--- src/rtl/io_bank_pkg.sv ---
// Shared register map, bit positions and UART FSM state type for io_bank.
package io_bank_pkg;

  localparam logic [7:0] IO_GPIO_OUT    = 8'h00;
  localparam logic [7:0] IO_GPIO_IN     = 8'h04;
  localparam logic [7:0] IO_TIMER_COUNT = 8'h08;
  localparam logic [7:0] IO_TIMER_CMP   = 8'h0C;
  localparam logic [7:0] IO_TIMER_CTRL  = 8'h10;
  localparam logic [7:0] IO_UART_TX     = 8'h14;
  localparam logic [7:0] IO_UART_STATUS = 8'h18;
  localparam logic [7:0] IO_UART_BAUD   = 8'h1C;

  localparam int unsigned CTRL_EN   = 0;
  localparam int unsigned CTRL_AR   = 1;
  localparam int unsigned CTRL_PEND = 2;

  localparam int unsigned STAT_FULL  = 0;
  localparam int unsigned STAT_EMPTY = 1;
  localparam int unsigned STAT_BUSY  = 2;
  localparam int unsigned STAT_OVF   = 3;

  typedef enum logic [1:0] {
    UART_IDLE,
    UART_START,
    UART_DATA,
    UART_STOP
  } uart_state_t;

endpackage

--- src/rtl/io_uart_tx.sv ---
// UART 8N1 transmitter: TX FIFO, baud counter and shifter FSM.
module io_uart_tx
  import io_bank_pkg::*;
#(
  parameter int unsigned TX_DEPTH     = 4,
  parameter int unsigned TX_DEPTH_LOG = 2
) (
  input  logic        clk,
  input  logic        reset,
  input  logic        push,
  input  logic [7:0]  push_data,
  input  logic [15:0] div,
  output logic        full,
  output logic        empty,
  output logic        busy,
  output logic        overflow_set,
  output logic        tx
);

  localparam logic [TX_DEPTH_LOG-1:0] PTR_ONE  = 1;
  localparam logic [TX_DEPTH_LOG:0]   CNT_ONE  = 1;
  localparam logic [TX_DEPTH_LOG:0]   CNT_FULL = (TX_DEPTH_LOG+1)'(TX_DEPTH);

  logic [7:0]              r_mem [TX_DEPTH];
  logic [TX_DEPTH_LOG-1:0] r_wptr;
  logic [TX_DEPTH_LOG-1:0] r_rptr;
  logic [TX_DEPTH_LOG:0]   r_cnt;
  uart_state_t             r_state;
  uart_state_t             w_state_nx;
  logic [15:0]             r_baud_cnt;
  logic [15:0]             r_div;
  logic [2:0]              r_bit;
  logic [7:0]              r_shift;
  logic                    w_pop;
  logic                    w_push_ok;
  logic                    w_bit_end;

  assign full         = (r_cnt == CNT_FULL);
  assign empty        = (r_cnt == '0);
  assign busy         = (r_state != UART_IDLE);
  assign w_bit_end    = (r_baud_cnt == r_div);
  assign w_push_ok    = push && (!full || w_pop);
  assign overflow_set = push && full && !w_pop;

  always_comb begin
    w_state_nx = r_state;
    w_pop      = 1'b0;
    tx         = 1'b1;
    case (r_state)
      UART_IDLE: begin
        if (!empty) begin
          w_pop      = 1'b1;
          w_state_nx = UART_START;
        end
      end
      UART_START: begin
        tx = 1'b0;
        if (w_bit_end) w_state_nx = UART_DATA;
      end
      UART_DATA: begin
        tx = r_shift[0];
        if (w_bit_end && (r_bit == 3'd7)) w_state_nx = UART_STOP;
      end
      UART_STOP: begin
        if (w_bit_end) begin
          // Chain straight into the next START so frames have no idle gap.
          if (!empty) begin
            w_pop      = 1'b1;
            w_state_nx = UART_START;
          end else begin
            w_state_nx = UART_IDLE;
          end
        end
      end
      default: w_state_nx = UART_IDLE;
    endcase
  end

  always_ff @(posedge clk) begin
    if (reset) r_state <= UART_IDLE;
    else       r_state <= w_state_nx;
  end

  always_ff @(posedge clk) begin
    if (w_push_ok) r_mem[r_wptr] <= push_data;
  end

  always_ff @(posedge clk) begin
    if (reset) begin
      r_wptr     <= '0;
      r_rptr     <= '0;
      r_cnt      <= '0;
      r_baud_cnt <= '0;
      r_div      <= '0;
      r_bit      <= '0;
      r_shift    <= '0;
    end else begin
      if (w_push_ok) r_wptr <= r_wptr + PTR_ONE;
      if (w_pop)     r_rptr <= r_rptr + PTR_ONE;
      if (w_push_ok && !w_pop)      r_cnt <= r_cnt + CNT_ONE;
      else if (!w_push_ok && w_pop) r_cnt <= r_cnt - CNT_ONE;
      // The divider is latched per bit so BAUD writes apply at the next boundary.
      if (w_pop) begin
        r_shift    <= r_mem[r_rptr];
        r_baud_cnt <= '0;
        r_div      <= div;
        r_bit      <= '0;
      end else if (r_state != UART_IDLE) begin
        if (w_bit_end) begin
          r_baud_cnt <= '0;
          r_div      <= div;
          if (r_state == UART_DATA) begin
            r_shift <= {1'b0, r_shift[7:1]};
            r_bit   <= r_bit + 3'd1;
          end
        end else begin
          r_baud_cnt <= r_baud_cnt + 16'd1;
        end
      end
    end
  end

endmodule

--- src/rtl/io_bank.sv ---
// Memory-mapped I/O bank: GPIO, compare timer with interrupt, UART TX.
module io_bank
  import io_bank_pkg::*;
#(
  parameter int unsigned GPIO_W       = 8,
  parameter int unsigned TX_DEPTH     = 4,
  parameter int unsigned TX_DEPTH_LOG = 2,
  parameter logic [15:0] BAUD_DIV_RST = 16'd103
) (
  input  logic              clk,
  input  logic              reset,
  input  logic [7:0]        io_addr,
  input  logic              io_en,
  input  logic              io_we,
  input  logic [31:0]       io_data_write,
  output logic [31:0]       io_data_read,
  input  logic [GPIO_W-1:0] gpio_in,
  output logic [GPIO_W-1:0] gpio_out,
  output logic              uart_tx,
  output logic              irq
);

  logic [GPIO_W-1:0] r_gpio_out;
  logic [GPIO_W-1:0] r_gsync1;
  logic [GPIO_W-1:0] r_gsync2;
  logic [31:0]       r_count;
  logic [31:0]       r_cmp;
  logic              r_en;
  logic              r_ar;
  logic              r_pend;
  logic              r_ovf;
  logic [15:0]       r_baud;
  logic [7:0]        w_sel;
  logic              w_wr;
  logic              w_match;
  logic              w_full;
  logic              w_empty;
  logic              w_busy;
  logic              w_ovf_set;
  logic              w_unused;

  assign w_sel    = {io_addr[7:2], 2'b00};
  assign w_unused = ^io_addr[1:0];
  assign w_wr     = io_en && io_we;
  assign w_match  = r_en && (r_count == r_cmp);
  assign gpio_out = r_gpio_out;
  assign irq      = r_pend;

  always_ff @(posedge clk) begin
    if (reset) begin
      r_gpio_out <= '0;
      r_gsync1   <= '0;
      r_gsync2   <= '0;
      r_baud     <= BAUD_DIV_RST;
      r_ovf      <= 1'b0;
    end else begin
      r_gsync1 <= gpio_in;
      r_gsync2 <= r_gsync1;
      if (w_wr && (w_sel == IO_GPIO_OUT))  r_gpio_out <= io_data_write[GPIO_W-1:0];
      if (w_wr && (w_sel == IO_UART_BAUD)) r_baud     <= io_data_write[15:0];
      if (w_ovf_set) r_ovf <= 1'b1;
      else if (w_wr && (w_sel == IO_UART_STATUS) && io_data_write[STAT_OVF]) r_ovf <= 1'b0;
    end
  end

  always_ff @(posedge clk) begin
    if (reset) begin
      r_count <= '0;
      r_cmp   <= '1;
      r_en    <= 1'b0;
      r_ar    <= 1'b0;
      r_pend  <= 1'b0;
    end else begin
      if (w_wr && (w_sel == IO_TIMER_COUNT)) r_count <= io_data_write;
      else if (r_en) r_count <= (w_match && r_ar) ? '0 : r_count + 32'd1;
      if (w_wr && (w_sel == IO_TIMER_CMP)) r_cmp <= io_data_write;
      if (w_wr && (w_sel == IO_TIMER_CTRL)) begin
        r_en <= io_data_write[CTRL_EN];
        r_ar <= io_data_write[CTRL_AR];
      end
      if (w_match) r_pend <= 1'b1;
      else if (w_wr && (w_sel == IO_TIMER_CTRL) && io_data_write[CTRL_PEND]) r_pend <= 1'b0;
    end
  end

  always_comb begin
    io_data_read = '0;
    if (io_en) begin
      case (w_sel)
        IO_GPIO_OUT:    io_data_read[GPIO_W-1:0] = r_gpio_out;
        IO_GPIO_IN:     io_data_read[GPIO_W-1:0] = r_gsync2;
        IO_TIMER_COUNT: io_data_read = r_count;
        IO_TIMER_CMP:   io_data_read = r_cmp;
        IO_TIMER_CTRL: begin
          io_data_read[CTRL_EN]   = r_en;
          io_data_read[CTRL_AR]   = r_ar;
          io_data_read[CTRL_PEND] = r_pend;
        end
        IO_UART_STATUS: begin
          io_data_read[STAT_FULL]  = w_full;
          io_data_read[STAT_EMPTY] = w_empty;
          io_data_read[STAT_BUSY]  = w_busy;
          io_data_read[STAT_OVF]   = r_ovf;
        end
        IO_UART_BAUD:   io_data_read[15:0] = r_baud;
        default:        io_data_read = '0;
      endcase
    end
  end

  io_uart_tx #(
    .TX_DEPTH     (TX_DEPTH),
    .TX_DEPTH_LOG (TX_DEPTH_LOG)
  ) u_uart_tx (
    .clk          (clk),
    .reset        (reset),
    .push         (w_wr && (w_sel == IO_UART_TX)),
    .push_data    (io_data_write[7:0]),
    .div          (r_baud),
    .full         (w_full),
    .empty        (w_empty),
    .busy         (w_busy),
    .overflow_set (w_ovf_set),
    .tx           (uart_tx)
  );

endmodule

--- config.mk ---
export PLATFORM = sky130hd
export DESIGN_NAME = io_bank
export DESIGN_NICKNAME = d
export VERILOG_FILES = /design/src/rtl/io_bank_pkg.sv /design/src/rtl/io_uart_tx.sv /design/src/rtl/io_bank.sv
export SDC_FILE = /design/constraint.sdc
export NUM_CORES = 1
export LEC_CHECK = 0
export CAP_MARGIN = 15
export CORE_ASPECT_RATIO = 0.75
export CORE_MARGIN = 4
export CORE_UTILIZATION = 50
export DETAILED_ROUTE_END_ITERATION = 10
export PLACE_DENSITY = 0.83
export RECOVER_POWER = 50
export SLEW_MARGIN = 10
export SYNTH_ARGS = -nofsm -noshare
export SYNTH_HDL_FRONTEND = slang
export SYNTH_SLANG_ARGS = --single-unit
--- constraint.sdc ---
create_clock -name clk -period 7.55 [get_ports clk]
set_input_delay 1.1325 -clock clk [delete_from_list [all_inputs] [get_ports clk]]
set_output_delay 1.1325 -clock clk [all_outputs]
set_load 0.005 [all_outputs]
==> results.py <==
metrics = {
    "floorplanning": {
        "die_x_um": 169,
        "rows": 43,
        "io_pins": 94,
        "design.die.area_sq_um": 21700,
        "fp.coreArea_sq_um": 18800,
        "start_util_pct": 51.6,
        "die_y_um": 129,
    },
    "critical_path": {
        "r2r_slack_ns": 3.83,
        "crit_type": "input pin to output pin",
        "start_kind": "input pin",
        "crit_required_ns": 6.42,
        "crit_end": "io_data_read[10]",
        "startpoint": "io_addr[4]",
        "reg2reg_to": "u_uart_tx.r_cnt[2]",
        "worstPathMaxFanout": 9,
        "max_stage_delay_ns": 1.49,
        "r2r.worst_path.cells": 11,
        "crit_path_cell_trace": "dlygate4sd3_1 > nor4_1 > o211ai_1 > nor2_1 > clkdlybuf4s50_1",
        "arrival_ns": 4.69,
        "r2r_start": "u_uart_tx.r_baud_cnt[10]",
        "crit_path_end_kind": "output pin",
        "critPathSlowestCell": "nor4_1",
    },
    "status": {
        "violations": "max-capacitance violations, max-slew violations",
        "outcome": "finished with violations",
    },
    "final_layout": {
        "drive_gt1_share_pct": 5.89,
        "diodes": 0,
        "final_cell_count_no_fill": 1385,
        "area_growth_pct": 16.0,
        "final_common_cell": "dfxtp_1",
        "fin_area_sq_um": 11200,
        "layout_common_cells": "dfxtp_1, nand2_1, nor2_1",
        "n_fill_cell": 1514,
        "finalNetCount": 1192,
    },
    "logic_synthesis": {
        "synth_top_area_share_pct": 33.5,
        "syn_area_sq_um": 9690,
        "yosysWarnings": 0,
        "synth_cell_types": 58,
        "yosysSeqAreaShare_pct": 43.4,
        "synthMuxAreaShare_pct": 9.78,
        "synth-seq-cells": 194,
        "synth-xor-area-share_pct": 6.87,
        "synth_compound_gate_area_share_pct": 10.9,
        "yosys.area.top_type": "dfxtp_1",
        "synth_edf_count": 32,
        "synthFlopType": "dfxtp_1",
        "yosys.area_share.adder_pct": 2.01,
        "synth_area_leaders": "dfxtp_1, edfxtp_1, mux2i_1",
        "avgSynthCellArea_sq_um": 9.02,
        "syn_nets": 1141,
        "yosys.area_share.simple_pct": 23.4,
        "syn_inst": 1074,
        "async_flop_share_pct": 0,
        "synth_top_family_by_area": "simple AND/OR/NAND/NOR gates",
    },
    "sta": {
        "fin_crit_ns": 5.82,
        "max_freq_ghz": 0.172,
        "finalSetupViolCount": 0,
        "slew_viol_final": 96,
        "skew_ns": 0.00952,
        "rsz0062_at_grt": "no",
        "slew_headroom_pct": -162,
        "worst_slew_pin_slew_ns": 3.94,
        "finalHoldViolCount": 0,
        "tns_ns": 0,
        "fin_crit_sh_pct": 77.1,
    },
    "clock_network": {
        "path_clk_slew_ns": 0.07,
        "worstSkewPairLatency_ns": 0.44,
        "postCtsSetupRepairBufs": 0,
        "numCtsBuffers": 17,
        "cts.sink_count": 194,
        "post_cts_resize_count": 0,
        "cts_buffer_depth": 2,
        "htree_num_levels": 4,
        "cts_tree": "done",
        "root_buffer": "clkbuf_16",
        "cts_hold_buf": 0,
    },
    "route": {
        "wl_per_cell_um": 19.3,
        "drt-met1-wl_um": 11500,
        "routed_via_density": 6.12,
        "postRouteAntennaNets": 0,
        "drc": 0,
        "met2_length_um": 11700,
        "wl_um": 26800,
        "dr.max_layer_used": "met4",
        "vias": 8479,
        "drt_pass1_iterations": 6,
        "routed-wl-met3_um": 3050,
        "first_iter_violations": 1172,
    },
    "placed_design": {
        "placed_area_sq_um": 10700,
        "io_buffers": 91,
        "place_congestion": 0.907,
        "dpl.hpwl_um": 18600,
        "dp_cells": 1353,
    },
    "pwr": {
        "leakage_nw": 3.82,
        "ir_worst_vdd_v": 0.000173,
        "powerDensity_nw_per_um2": 235,
    },
    "grt": {
        "antenna_found_initial": 0,
        "grt_pass1_wl_um": 42200,
        "first_global_vias": 7911,
        "track_usage_pct": 24.5,
        "grt_max_degree": 86,
        "gr-total-overflow": 0,
    },
    "run": {
        "cap_violations": 2,
    },
    "min_path": {
        "min_path_type": "flop to flop",
        "min_from": "r_gsync1[2]",
    },
}
[flip-flops by register name, summed over array words and instances (netlist names), named ones only]
register	count
irq	1
r_ar	1
u_uart_tx.r_mem	32
u_uart_tx.r_shift	8
r_gsync1	8
u_uart_tx.r_bit	3
r_ovf	1
gpio_out	8
u_uart_tx.r_state	2
u_uart_tx.r_div	16
r_cmp	32
u_uart_tx.r_rptr	2
r_gsync2	8
u_uart_tx.r_baud_cnt	16
u_uart_tx.r_wptr	2
u_uart_tx.r_cnt	3
r_count	32
r_baud	16
r_en	1
[per-layer routing]
metal / track usage, % / vias up
li1: - / 3914
met1: 34.3 / 4001
met2: 38.0 / 508
met3: 5.87 / 56
met4: 6.92 / 0
met5: 0 / -
[power by group]
group / switching [W] / internal [W] / leakage [nW]
Clock: 0.000429 / 0.000466 / 0.273
Sequential: 0.0000827 / 0.00112 / 1.60
Combinational: 0.000307 / 0.000243 / 1.94
[worst min path at each step]
stage	to	slack, ns	cells after the start
after detailed placement	r_gsync2[2]	0.42	1
after CTS	r_gsync2[2]	0.44	1
after global routing	r_gsync2[7]	0.46	1
after global placement	r_gsync2[3]	0.42	1
after floorplan	r_gsync2[0]	0.41	1
final	r_gsync2[2]	0.44	1
[metrics by stage]
| step | hold slack (ns) | total power (W) | utilization, % | setup WS, ns |
|---|---|---|---|---|
| final | 0.436 | 0.00264 | 59.9 | 1.73 |
| after global placement | 0.420 | 0.00175 | 57.0 | 2.14 |
| after CTS | 0.440 | 0.00266 | 60.1 | 2.13 |
| after detailed placement | 0.424 | 0.00177 | 57.0 | 2.15 |
| after floorplan | 0.414 | 0.00162 | - | 3.89 |
| after global routing | 0.459 | 0.00276 | 59.9 | 1.70 |
[cells by family (layout without fill, tap and decap cells)]
| group | count (synthesis) | in the layout |
|---|---|---|
| AOI/OAI and AO/OA | 159 | 159 |
| xor gates and xnor gates | 76 | 76 |
| adders and majority gates | 15 | 15 |
| buffers and inverters | 88 | 152 |
| DFF | 194 | 194 |
| muxes | 80 | 80 |
| and+or+nand+nor | 462 | 462 |
[cell type report]
cell class	count	area [sq um]	area share [%]
multi-input combinational	792	5100	45.4
inverter	18	70.1	0.623
sequential	194	4200	37.4
tap	247	309	2.75
clock inverter	15	151	1.35
clock buffer	17	425	3.79
timing repair buffer	102	976	8.68
[worst max-delay path: cells and delay by family]
kind | cells | cell delay (ns)
AO/OA/AOI/OAI | 1 | 0.61
buffers and inverters | 2 | 1.15
AND/OR/NAND/NOR | 2 | 1.78
[cell usage after synthesis (32+ instances only)]
master    count
nor3_1       32
mux2i_1      62
nand4_1      38
nand2_1     127
a21oi_1      46
clkbuf_1     54
xnor2_1      63
edfxtp_1     32
dfxtp_1     162
nor2b_1      46
nor2_1      113
nand3_1      46
(Power assumes the default switching activity.)
